## config.mk

```make
export PLATFORM = sky130hd
export DESIGN_NAME = iddrx2_align_ctrl
export DESIGN_NICKNAME = d
export VERILOG_FILES = /design/src/rtl/iol_ctrl_pkg.sv /design/src/rtl/iol_word_sync.sv /design/src/rtl/iddrx2_align_ctrl.sv
export SDC_FILE = /design/constraint.sdc
export NUM_CORES = 1
export LEC_CHECK = 0
export CAP_MARGIN = 10
export CORE_MARGIN = 1.5
export CORE_UTILIZATION = 60
export CTS_CLUSTER_DIAMETER = 50
export DETAILED_ROUTE_END_ITERATION = 10
export DONT_BUFFER_PORTS = 1
export PLACE_DENSITY = 0.76
export SLEW_MARGIN = 20
export SYNTH_ARGS = -nofsm -noshare
export SYNTH_HDL_FRONTEND = slang
export SYNTH_SLANG_ARGS = --single-unit
```

## constraint.sdc

```tcl
create_clock -name clk -period 3.87 [get_ports clk]
set_input_delay 0.387 -clock clk [delete_from_list [all_inputs] [get_ports clk]]
set_output_delay 0.387 -clock clk [all_outputs]
set_load 0.02 [all_outputs]
```

## src/rtl/iol_ctrl_pkg.sv

```systemverilog
// Shared types and default timing for the x2 gearing
// start-up / word-alignment controller.
package iol_ctrl_pkg;

  typedef enum logic [2:0] {
    HOLD,
    STOP,
    RELEASE,
    SETTLE,
    CHECK,
    SLIP,
    LOCKED,
    FAIL
  } state_e;

  localparam int         DEF_DATA_W        = 4;
  localparam logic [3:0] DEF_TRAIN_PATTERN = 4'b1100;
  localparam int         DEF_RST_CYCLES    = 8;
  localparam int         DEF_STOP_CYCLES   = 4;
  localparam int         DEF_SETTLE_CYCLES = 8;
  localparam int         DEF_MATCH_COUNT   = 16;
  localparam int         DEF_MAX_SLIPS     = 4;

  function automatic int max3(int a, int b, int c);
    int m;
    m = (a > b) ? a : b;
    return (m > c) ? m : c;
  endfunction

endpackage

```

## src/rtl/iol_word_sync.sv

```systemverilog
// Two-flop synchronizer for the deserialized word plus a
// registered compare against the training pattern.
module iol_word_sync
  import iol_ctrl_pkg::*;
#(
  parameter int                DATA_W  = DEF_DATA_W,
  parameter logic [DATA_W-1:0] PATTERN = DEF_TRAIN_PATTERN
) (
  input  logic              clk,
  input  logic              rst,
  input  logic [DATA_W-1:0] word_i,
  output logic              match_o
);

  logic [DATA_W-1:0] s1_q, s1_d;
  logic [DATA_W-1:0] s2_q, s2_d;
  logic              match_q, match_d;

  always_comb begin
    s1_d    = word_i;
    s2_d    = s1_q;
    match_d = (s2_q == PATTERN);
  end

  always_ff @(posedge clk) begin
    if (rst) begin
      s1_q    <= '0;
      s2_q    <= '0;
      match_q <= 1'b0;
    end else begin
      s1_q    <= s1_d;
      s2_q    <= s2_d;
      match_q <= match_d;
    end
  end

  assign match_o = match_q;

endmodule

```

## src/rtl/iddrx2_align_ctrl.sv

```systemverilog
// GDDR x2 sync sequence and ALIGNWD word-alignment trainer.
// All outputs are registered and decoded from the next state.
module iddrx2_align_ctrl
  import iol_ctrl_pkg::*;
#(
  parameter int                DATA_W        = DEF_DATA_W,
  parameter logic [DATA_W-1:0] TRAIN_PATTERN = DEF_TRAIN_PATTERN,
  parameter int                RST_CYCLES    = DEF_RST_CYCLES,
  parameter int                STOP_CYCLES   = DEF_STOP_CYCLES,
  parameter int                SETTLE_CYCLES = DEF_SETTLE_CYCLES,
  parameter int                MATCH_COUNT   = DEF_MATCH_COUNT,
  parameter int                MAX_SLIPS     = DEF_MAX_SLIPS
) (
  input  logic                           clk,
  input  logic                           rst,
  input  logic                           retrain,
  input  logic [DATA_W-1:0]              word_i,
  output logic                           gddr_rst,
  output logic                           eclk_stop,
  output logic                           alignwd,
  output logic                           locked,
  output logic                           fail,
  output logic [$clog2(MAX_SLIPS+1)-1:0] slip_cnt
);

  localparam int SLIP_W = $clog2(MAX_SLIPS + 1);
  localparam int CNT_W  =
    $clog2(max3(RST_CYCLES, STOP_CYCLES, SETTLE_CYCLES) + 1);
  localparam int MCNT_W = $clog2(MATCH_COUNT + 1);

  localparam logic [CNT_W-1:0]  RST_INIT = CNT_W'(RST_CYCLES);
  localparam logic [CNT_W-1:0]  RST_LD   = CNT_W'(RST_CYCLES - 1);
  localparam logic [CNT_W-1:0]  STOP_LD  = CNT_W'(STOP_CYCLES - 1);
  localparam logic [CNT_W-1:0]  SETL_LD  = CNT_W'(SETTLE_CYCLES - 1);
  localparam logic [MCNT_W-1:0] MC_LAST  = MCNT_W'(MATCH_COUNT - 1);
  localparam logic [SLIP_W-1:0] SLIP_MAX = SLIP_W'(MAX_SLIPS);

  state_e            state_q, state_d;
  logic [CNT_W-1:0]  cnt_q, cnt_d;
  logic [MCNT_W-1:0] mcnt_q, mcnt_d;
  logic [SLIP_W-1:0] slip_q, slip_d;
  logic              gddr_rst_q, gddr_rst_d;
  logic              eclk_stop_q, eclk_stop_d;
  logic              alignwd_q, alignwd_d;
  logic              locked_q, locked_d;
  logic              fail_q, fail_d;
  logic              match;
  logic              cnt_done;

  iol_word_sync #(
    .DATA_W  (DATA_W),
    .PATTERN (TRAIN_PATTERN)
  ) u_sync (
    .clk     (clk),
    .rst     (rst),
    .word_i  (word_i),
    .match_o (match)
  );

  assign cnt_done = (cnt_q == '0);

  always_comb begin
    state_d = state_q;
    cnt_d   = cnt_done ? cnt_q : cnt_q - 1'b1;
    mcnt_d  = mcnt_q;
    slip_d  = slip_q;
    if (retrain) begin
      state_d = HOLD;
      cnt_d   = RST_LD;
      mcnt_d  = '0;
      slip_d  = '0;
    end else begin
      unique case (state_q)
        HOLD: if (cnt_done) begin
          state_d = STOP;
          cnt_d   = STOP_LD;
        end
        STOP: if (cnt_done) begin
          state_d = RELEASE;
          cnt_d   = STOP_LD;
        end
        RELEASE: if (cnt_done) begin
          state_d = SETTLE;
          cnt_d   = SETL_LD;
          mcnt_d  = '0;
        end
        SETTLE: if (cnt_done) begin
          state_d = CHECK;
        end
        CHECK: begin
          if (match) begin
            mcnt_d = mcnt_q + 1'b1;
            if (mcnt_q == MC_LAST) state_d = LOCKED;
          end else if (slip_q < SLIP_MAX) begin
            state_d = SLIP;
          end else begin
            state_d = FAIL;
          end
        end
        SLIP: begin
          state_d = SETTLE;
          cnt_d   = SETL_LD;
          mcnt_d  = '0;
          if (slip_q < SLIP_MAX) slip_d = slip_q + 1'b1;
        end
        LOCKED: state_d = LOCKED;
        FAIL:   state_d = FAIL;
      endcase
    end
    gddr_rst_d  = (state_d == HOLD) || (state_d == STOP);
    eclk_stop_d = (state_d == STOP) || (state_d == RELEASE);
    alignwd_d   = (state_d == SLIP);
    locked_d    = (state_d == LOCKED);
    fail_d      = (state_d == FAIL);
  end

  // Reset loads the full hold count: the first edge after rst
  // falls is the first HOLD cycle of the sequence.
  always_ff @(posedge clk) begin
    if (rst) begin
      state_q     <= HOLD;
      cnt_q       <= RST_INIT;
      mcnt_q      <= '0;
      slip_q      <= '0;
      gddr_rst_q  <= 1'b1;
      eclk_stop_q <= 1'b0;
      alignwd_q   <= 1'b0;
      locked_q    <= 1'b0;
      fail_q      <= 1'b0;
    end else begin
      state_q     <= state_d;
      cnt_q       <= cnt_d;
      mcnt_q      <= mcnt_d;
      slip_q      <= slip_d;
      gddr_rst_q  <= gddr_rst_d;
      eclk_stop_q <= eclk_stop_d;
      alignwd_q   <= alignwd_d;
      locked_q    <= locked_d;
      fail_q      <= fail_d;
    end
  end

  assign gddr_rst  = gddr_rst_q;
  assign eclk_stop = eclk_stop_q;
  assign alignwd   = alignwd_q;
  assign locked    = locked_q;
  assign fail      = fail_q;
  assign slip_cnt  = slip_q;

endmodule
```

==> impl_metrics.yaml, run 1 <==
yosys:
  synth_nets: 136
  ys_top_cells_by_area: "dfxtp_1 (47%), ha_1 (5.1%), nor2b_1 (5.1%)"
  yosys_most_used_dff: "dfxtp_1"
  synth_top_area_cell: "dfxtp_1"
  ys_top_cells_by_count: "dfxtp_1 (29), nor2b_1 (10), a21oi_1 (9)"
  synth_warnings: 0
  avgSynthCellArea_sq_um: 9.91
  synth-seq-cells: 29
  yosys.area.top_type_share: 0.473
  synthesis.area_sq_um: 1230
  async_reset_ff_frac: 0
  postSynthCellCount: 124
  synth.distinct_cells: 41
  synth_seq_area_share: 0.473
  synth_edf_count: 0
  yosysMostFrequentCell: "dfxtp_1"
setup_path:
  start_kind: "flop"
  worstPathCellList: "inv_1 -> ha_1 -> nor3b_2 -> inv_1 -> ha_1 -> o2bb2ai_1 -> a21oi_1"
  cp_slowest_cell: "nor3b_2"
  reg2reg_to: "cnt_q[0]$_SDFF_PP0_"
  crit_fanout: 5
  critPathCaptureType: "flop"
  rr_startpoint: "cnt_q[0]$_SDFF_PP0_"
  crit_required_ns: 4.09
  cpPeakStageDelay_ns: 0.35
  path_class: "flop to flop"
  reg2reg_depth: 7
  rrSetupSlack_ns: 2.17
  cp.arrival_ns: 1.91
layout:
  drive_above_1_share: 0.126
  postLayoutCoreUtil: 0.684
  num-nets-final: 138
  syn_to_final_growth_pct: 8.04
  stdcell_count: 154
  fill_cells: 163
  antenna_cells: 0
global_route:
  antenna_found_initial: 0
  grt_max_degree: 18
  grt_pass1_vias: 771
  grt_usage: 0.207
  grt_pass1_wl_um: 3110
  grt_overflow: 0
job:
  cap_violations: 0
floorplanning:
  start_util: 0.633
  die_h_um: 48.3
  dieArea_sq_um: 2330
  io_pins: 15
  dieWidth_um: 48.3
  rows: 16
  coreArea_sq_um: 1940
clock_network:
  cts_setup_buffers: 0
  cts_buffers: 5
  htree_levels: 2
  cts.clk_slew.worst_paths_ns: 0.09
  cts_root_buf: "clkbuf_4"
  cts_tree: "done"
  clock_latency_ns: 0.33
  cts_buffer_depth: 2
  clkSinkCount: 29
  hold_buffers: 0
  cts_resized: 0
power_and_ir_drop:
  p_int_mw: 0.475
  comb_power_share: 0.049
  power_density_nw_per_um2: 455
  p_sw_mw: 0.129
  leakage_nw: 0.487
  seq_power_share: 0.520
  peakVddDrop_uv: 358
  power_switching_share: 0.214
  clkPwrFrac: 0.432
drt:
  drtIter0Drc: 8
  drc: 0
  via_count: 904
  wl_per_cell_um: 13.8
  drt-pass1-iter-count: 4
  avgViaCountPerCell: 5.87
  antenna_left: 0
  routed_wl_um: 2130
sta:
  tns_ns: 0
  rsz0062_at_grt: "no"
  hold_viol: 0
  period_minus_slack_ns: 1.70
  finalCritPeriodShare: 0.438
  tightest_slew_ns: 0.550
  hold_slack_ns: 0.120
  fmax_mhz: 590
  slew_headroom: 0.632
  setup_viol: 0
  slew_viol_final: 0
  skew_ns: 0.0162
place:
  port_buffers: 0
  gp_congestion: 0.734
  dpl.hpwl_um: 1430
  dp.cells: 146
hold_path:
  hold_path_depth: 1
  worstHoldPathType: "input pin to flop"
  holdPathEnd: "cnt_q[1]$_SDFF_PP0_"
  hp-start: "rst"
outcome:
  status: "finished clean"
==> critical path: cells and delay by family, from the launching register on <==
kind | cells | cell delay (ns)
flip-flops | 1 | 0.33
AO/OA/AOI/OAI | 2 | 0.22
AND/OR/NAND/NOR | 1 | 0.35
buffers and inverters | 2 | 0.19
adder cells (fa/ha/maj) | 2 | 0.50
==> cell type report <==
class / count / area [sq um] / share of cell area
Multi-Input combinational cell: 82 / 594 / 0.448
Inverter: 8 / 30.0 / 0.0226
Clock buffer: 6 / 51.3 / 0.0386
Tap cell: 27 / 33.8 / 0.0254
Sequential cell: 29 / 581 / 0.437
Clock inverter: 2 / 37.5 / 0.0283
==> layer usage <==
| metal | track usage | share of wire | up-vias |
|---|---|---|---|
| met5 | 0 | 0 | - |
| li1 | - | - | 449 |
| met2 | 0.339 | 0.49 | 24 |
| met3 | 0.111 | 0.055 | 8 |
| met1 | 0.192 | 0.42 | 423 |
| met4 | 0.151 | 0.030 | 0 |
==> per-stage QoR <==
stage / setup WS, ns / power [mW] / cell area, sq um
after CTS: 2.18 / 0.611 / 1330
after floorplan: 2.33 / 0.345 / 1230
final: 2.17 / 0.605 / 1330
after detailed placement: 2.23 / 0.349 / 1240
after global placement: 2.23 / 0.348 / 1240
after global routing: 2.04 / 0.626 / 1330
==> kinds of logic (layout without fill, tap and decap cells) <==
family          Yosys count  in the layout  synth area share
simple gates             41             41             0.221
compound gates           29             29             0.158
flops                    29             29             0.473
buf+inv                  13             16            0.0438
fa+ha+maj                 5              5            0.0509
xor+xnor                  4              4            0.0285
mux                       3              3            0.0255
==> power groups by stage <==
stage / Clock [mW] / Sequential [mW] / Combinational [mW]
detailed placement: 0 / 0.321 / 0.0286
global placement: 0 / 0.321 / 0.0273
finish: 0.261 / 0.314 / 0.0295
floorplan: 0 / 0.318 / 0.0267
global route: 0.278 / 0.316 / 0.0324
CTS: 0.267 / 0.314 / 0.0295
==> layout by cell type (no fill, tap or decap), drive strengths merged <==
| cell | Yosys | final |
|---|---|---|
| nor2 | 7 | 7 |
| or4b | 1 | 1 |
| clkinvlp | 0 | 1 |
| and3 | 1 | 1 |
| mux2i | 2 | 2 |
| nor2b | 10 | 10 |
| nor3b | 2 | 2 |
| o221a | 1 | 1 |
| xnor2 | 3 | 3 |
| inv | 8 | 8 |
| clkbuf | 1 | 6 |
| nor3 | 4 | 4 |
| dfxtp | 29 | 29 |
| o21ai | 5 | 5 |
| nand2 | 1 | 1 |
| o211ai | 2 | 2 |
| bufinv | 0 | 1 |
| o211a | 1 | 1 |
| nand2b | 2 | 2 |
| and4bb | 2 | 2 |
| or4 | 2 | 2 |
| or3 | 2 | 2 |
| o31ai | 4 | 4 |
| mux2 | 1 | 1 |
| nand3b | 1 | 1 |
| or2 | 1 | 1 |
| a21oi | 10 | 10 |
| nor4 | 2 | 2 |
| a31o | 1 | 1 |
| a31oi | 2 | 2 |
| o2bb2ai | 2 | 2 |
| nor4b | 1 | 1 |
| and2 | 1 | 1 |
| nand3 | 1 | 1 |
| ha | 5 | 5 |
| xor2 | 1 | 1 |
| a221o | 1 | 1 |
==> how the worst max path moves through the flow <==
| stage | start | endpoint | slack [ns] | cells after the start |
|---|---|---|---|---|
| after CTS | cnt_q[0]$_SDFF_PP0_ | cnt_q[0]$_SDFF_PP0_ | 2.18 | 7 |
| after detailed placement | cnt_q[0]$_SDFF_PP0_ | cnt_q[0]$_SDFF_PP0_ | 2.23 | 7 |
| after floorplan | mcnt_q[0]$_SDFFE_PP0P_ | locked$_SDFF_PP0_ | 2.33 | 6 |
| after global placement | mcnt_q[0]$_SDFFE_PP0P_ | locked$_SDFF_PP0_ | 2.23 | 6 |
| final | cnt_q[0]$_SDFF_PP0_ | cnt_q[0]$_SDFF_PP0_ | 2.17 | 7 |
| after global routing | cnt_q[0]$_SDFF_PP0_ | cnt_q[0]$_SDFF_PP0_ | 2.04 | 7 |
==> flip-flops by register name, indices dropped and copies added, names as in the netlist <==
name	flops
alignwd	1
cnt_q	4
eclk_stop	1
fail	1
gddr_rst	1
locked	1
mcnt_q	5
slip_cnt	3
state_q	3
u_sync.match_o	1
u_sync.s1_q	4
u_sync.s2_q	4
Power figures use the tool's default switching activity.
==> inputs of run 2 (changes only) <==
==> constraint.sdc (replaced) <==
create_clock -name clk -period 1.7 [get_ports clk]
set_input_delay 0.17 -clock clk [delete_from_list [all_inputs] [get_ports clk]]
set_output_delay 0.17 -clock clk [all_outputs]
set_load 0.02 [all_outputs]
==> run 2 against run 1 <==
Highest routed layer unchanged; clock-buffer cell count shrank 1; power grew 120%; first-iteration DRC count grew 140%; utilization grew 5.2 points; die area is the same.
==> impl_metrics.yaml, run 2 (synthesized netlist as in run 1, its figures left out) <==
floorplanning:
  die_h_um: 48.3
  dieArea_sq_um: 2330
  rows: 16
  start_util: 0.633
  io_pins: 15
  dieWidth_um: 48.3
  coreArea_sq_um: 1940
setup_path:
  critPathCaptureType: "flop"
  crit_required_ns: 1.95
  path_class: "flop to flop"
  cpPeakStageDelay_ns: 0.40
  crit_buf_inv: 2
  cp_slowest_cell: "a221o_1"
  worstPathCellList: "inv_1 -> ha_1 -> nor3b_4 -> buf_4 -> a221o_1 -> a21oi_1"
  crit_fanout: 5
  cp_top_family: "compound AO/OA/AOI/OAI gates"
  start_kind: "flop"
  cp.arrival_ns: 1.87
place:
  dpl.hpwl_um: 1440
  port_buffers: 0
  gp_congestion: 0.732
sta:
  hold_viol: 0
  hold_slack_ns: 0.0495
  slew_headroom: 0.682
  setup_viol: 0
  skew_ns: 0.00762
  tightest_slew_ns: 0.476
  finalCritPeriodShare: 0.953
  slew_viol_final: 0
  period_minus_slack_ns: 1.62
  tns_ns: 0
  fmax_mhz: 617
global_route:
  grt_pass1_wl_um: 3560
  grt_pass1_vias: 881
  grt_usage: 0.229
  grt_max_degree: 14
  antenna_found_initial: 0
  grt_overflow: 0
drt:
  wl_per_cell_um: 14.1
  avgViaCountPerCell: 5.72
  routed_wl_um: 2310
  drc: 0
  antenna_left: 0
  drt-pass1-iter-count: 4
  via_count: 938
  drtIter0Drc: 19
power_and_ir_drop:
  power_switching_share: 0.215
  comb_power_share: 0.071
  peakVddDrop_uv: 888
  p_int_mw: 1.05
  p_sw_mw: 0.287
  seq_power_share: 0.536
  clkPwrFrac: 0.393
  leakage_nw: 0.535
  power_density_nw_per_um2: 935
layout:
  num-nets-final: 149
  postLayoutCoreUtil: 0.736
  drive_above_1_share: 0.153
  mostFrequentLayoutCells: "dfxtp_1 (29), nor2b_1 (10), a21oi_1 (9), inv_1 (8), nor2_1 (7)"
  largest_register_ffs: 5
  syn_to_final_growth_pct: 16.3
  largest-register: "mcnt_q"
  final_common_cell: "dfxtp_1"
  antenna_cells: 0
clock_network:
  clock_latency_ns: 0.32
  htree_levels: 2
  cts_buffer_depth: 2
  clkSinkCount: 29
  cts_buffers: 5
  cts.clk_slew.worst_paths_ns: 0.09
  cts_root_buf: "clkbuf_4"
  cts_tree: "done"
job:
  cap_violations: 0
hold_path:
  worstHoldPathType: "input pin to flop"
outcome:
  status: "finished clean"
## run 2: cell count changes in the layout (fill, tap and decap cells not counted)
cell           delta
buf_4             +5
clkinvlp_4        -1
clkinv_2          +1
o31ai_4           +1
nor3b_4           +1
clkbuf_8          -1
nor3b_2           -1
dlygate4sd3_1     +6
o31ai_1           -1
## run 2: per-stage QoR
| step | cell area (sq um) | power, mW | instances | setup WS [ns] |
|---|---|---|---|---|
| floorplan | 1230 | 0.785 | 124 | 0.162 |
| global placement | 1270 | 0.796 | 150 | 0.0572 |
| detailed placement | 1270 | 0.799 | 150 | 0.0308 |
| CTS | 1400 | 1.34 | 163 | 0.00617 |
| global route | 1430 | 1.39 | 164 | -0.000638 |
| finish | 1430 | 1.34 | 164 | 0.0805 |
## run 2: what timing repair did
item                       CTS  global route
setup endpoints to repair    0             4
hold endpoints to repair    13             0
gates resized for setup      0             3
setup buffers                0             1
hold buffers                 6             0
## run 2: layout make-up
type,instances,area [sq um]
Multi-Input combinational cell,82,614
Clock buffer,5,37.5
Clock inverter,2,35.0
Timing Repair Buffer,11,97.6
Tap cell,27,33.8
Inverter,8,30.0
Fill cell,154,513
Sequential cell,29,581
## run 2: per-layer routing
layer,vias up,part of all wire,GRT usage
met2,17,0.52,0.392
met1,444,0.42,0.240
met3,5,0.044,0.0889
met4,0,0.017,0.124
met5,-,0,0
li1,472,-,-
## run 2: path summary, 6_finish.rpt
| path | startpoint | end | slack, ns | depth (start not counted) |
|---|---|---|---|---|
| worst max-delay path | cnt_q[0]$_SDFF_PP0_ | mcnt_q[1]$_SDFFE_PP0P_ | 0.08 | 6 |
| worst min-delay path | rst | gddr_rst$_SDFF_PP1_ | 0.05 | 2 |
| worst max register to register | cnt_q[0]$_SDFF_PP0_ | mcnt_q[1]$_SDFFE_PP0P_ | 0.08 | 6 |
| worst min register to register | u_sync.s2_q[1]$_SDFF_PP0_ | u_sync.match_o$_SDFF_PP0_ | 0.39 | 1 |
## run 2: power groups by stage
stage	registers, mW	logic, mW	clock network [mW]
CTS	0.714	0.0854	0.536
global placement	0.729	0.0669	0
floorplan	0.724	0.0608	0
detailed placement	0.730	0.0691	0
finish	0.717	0.0947	0.525
global route	0.720	0.105	0.565
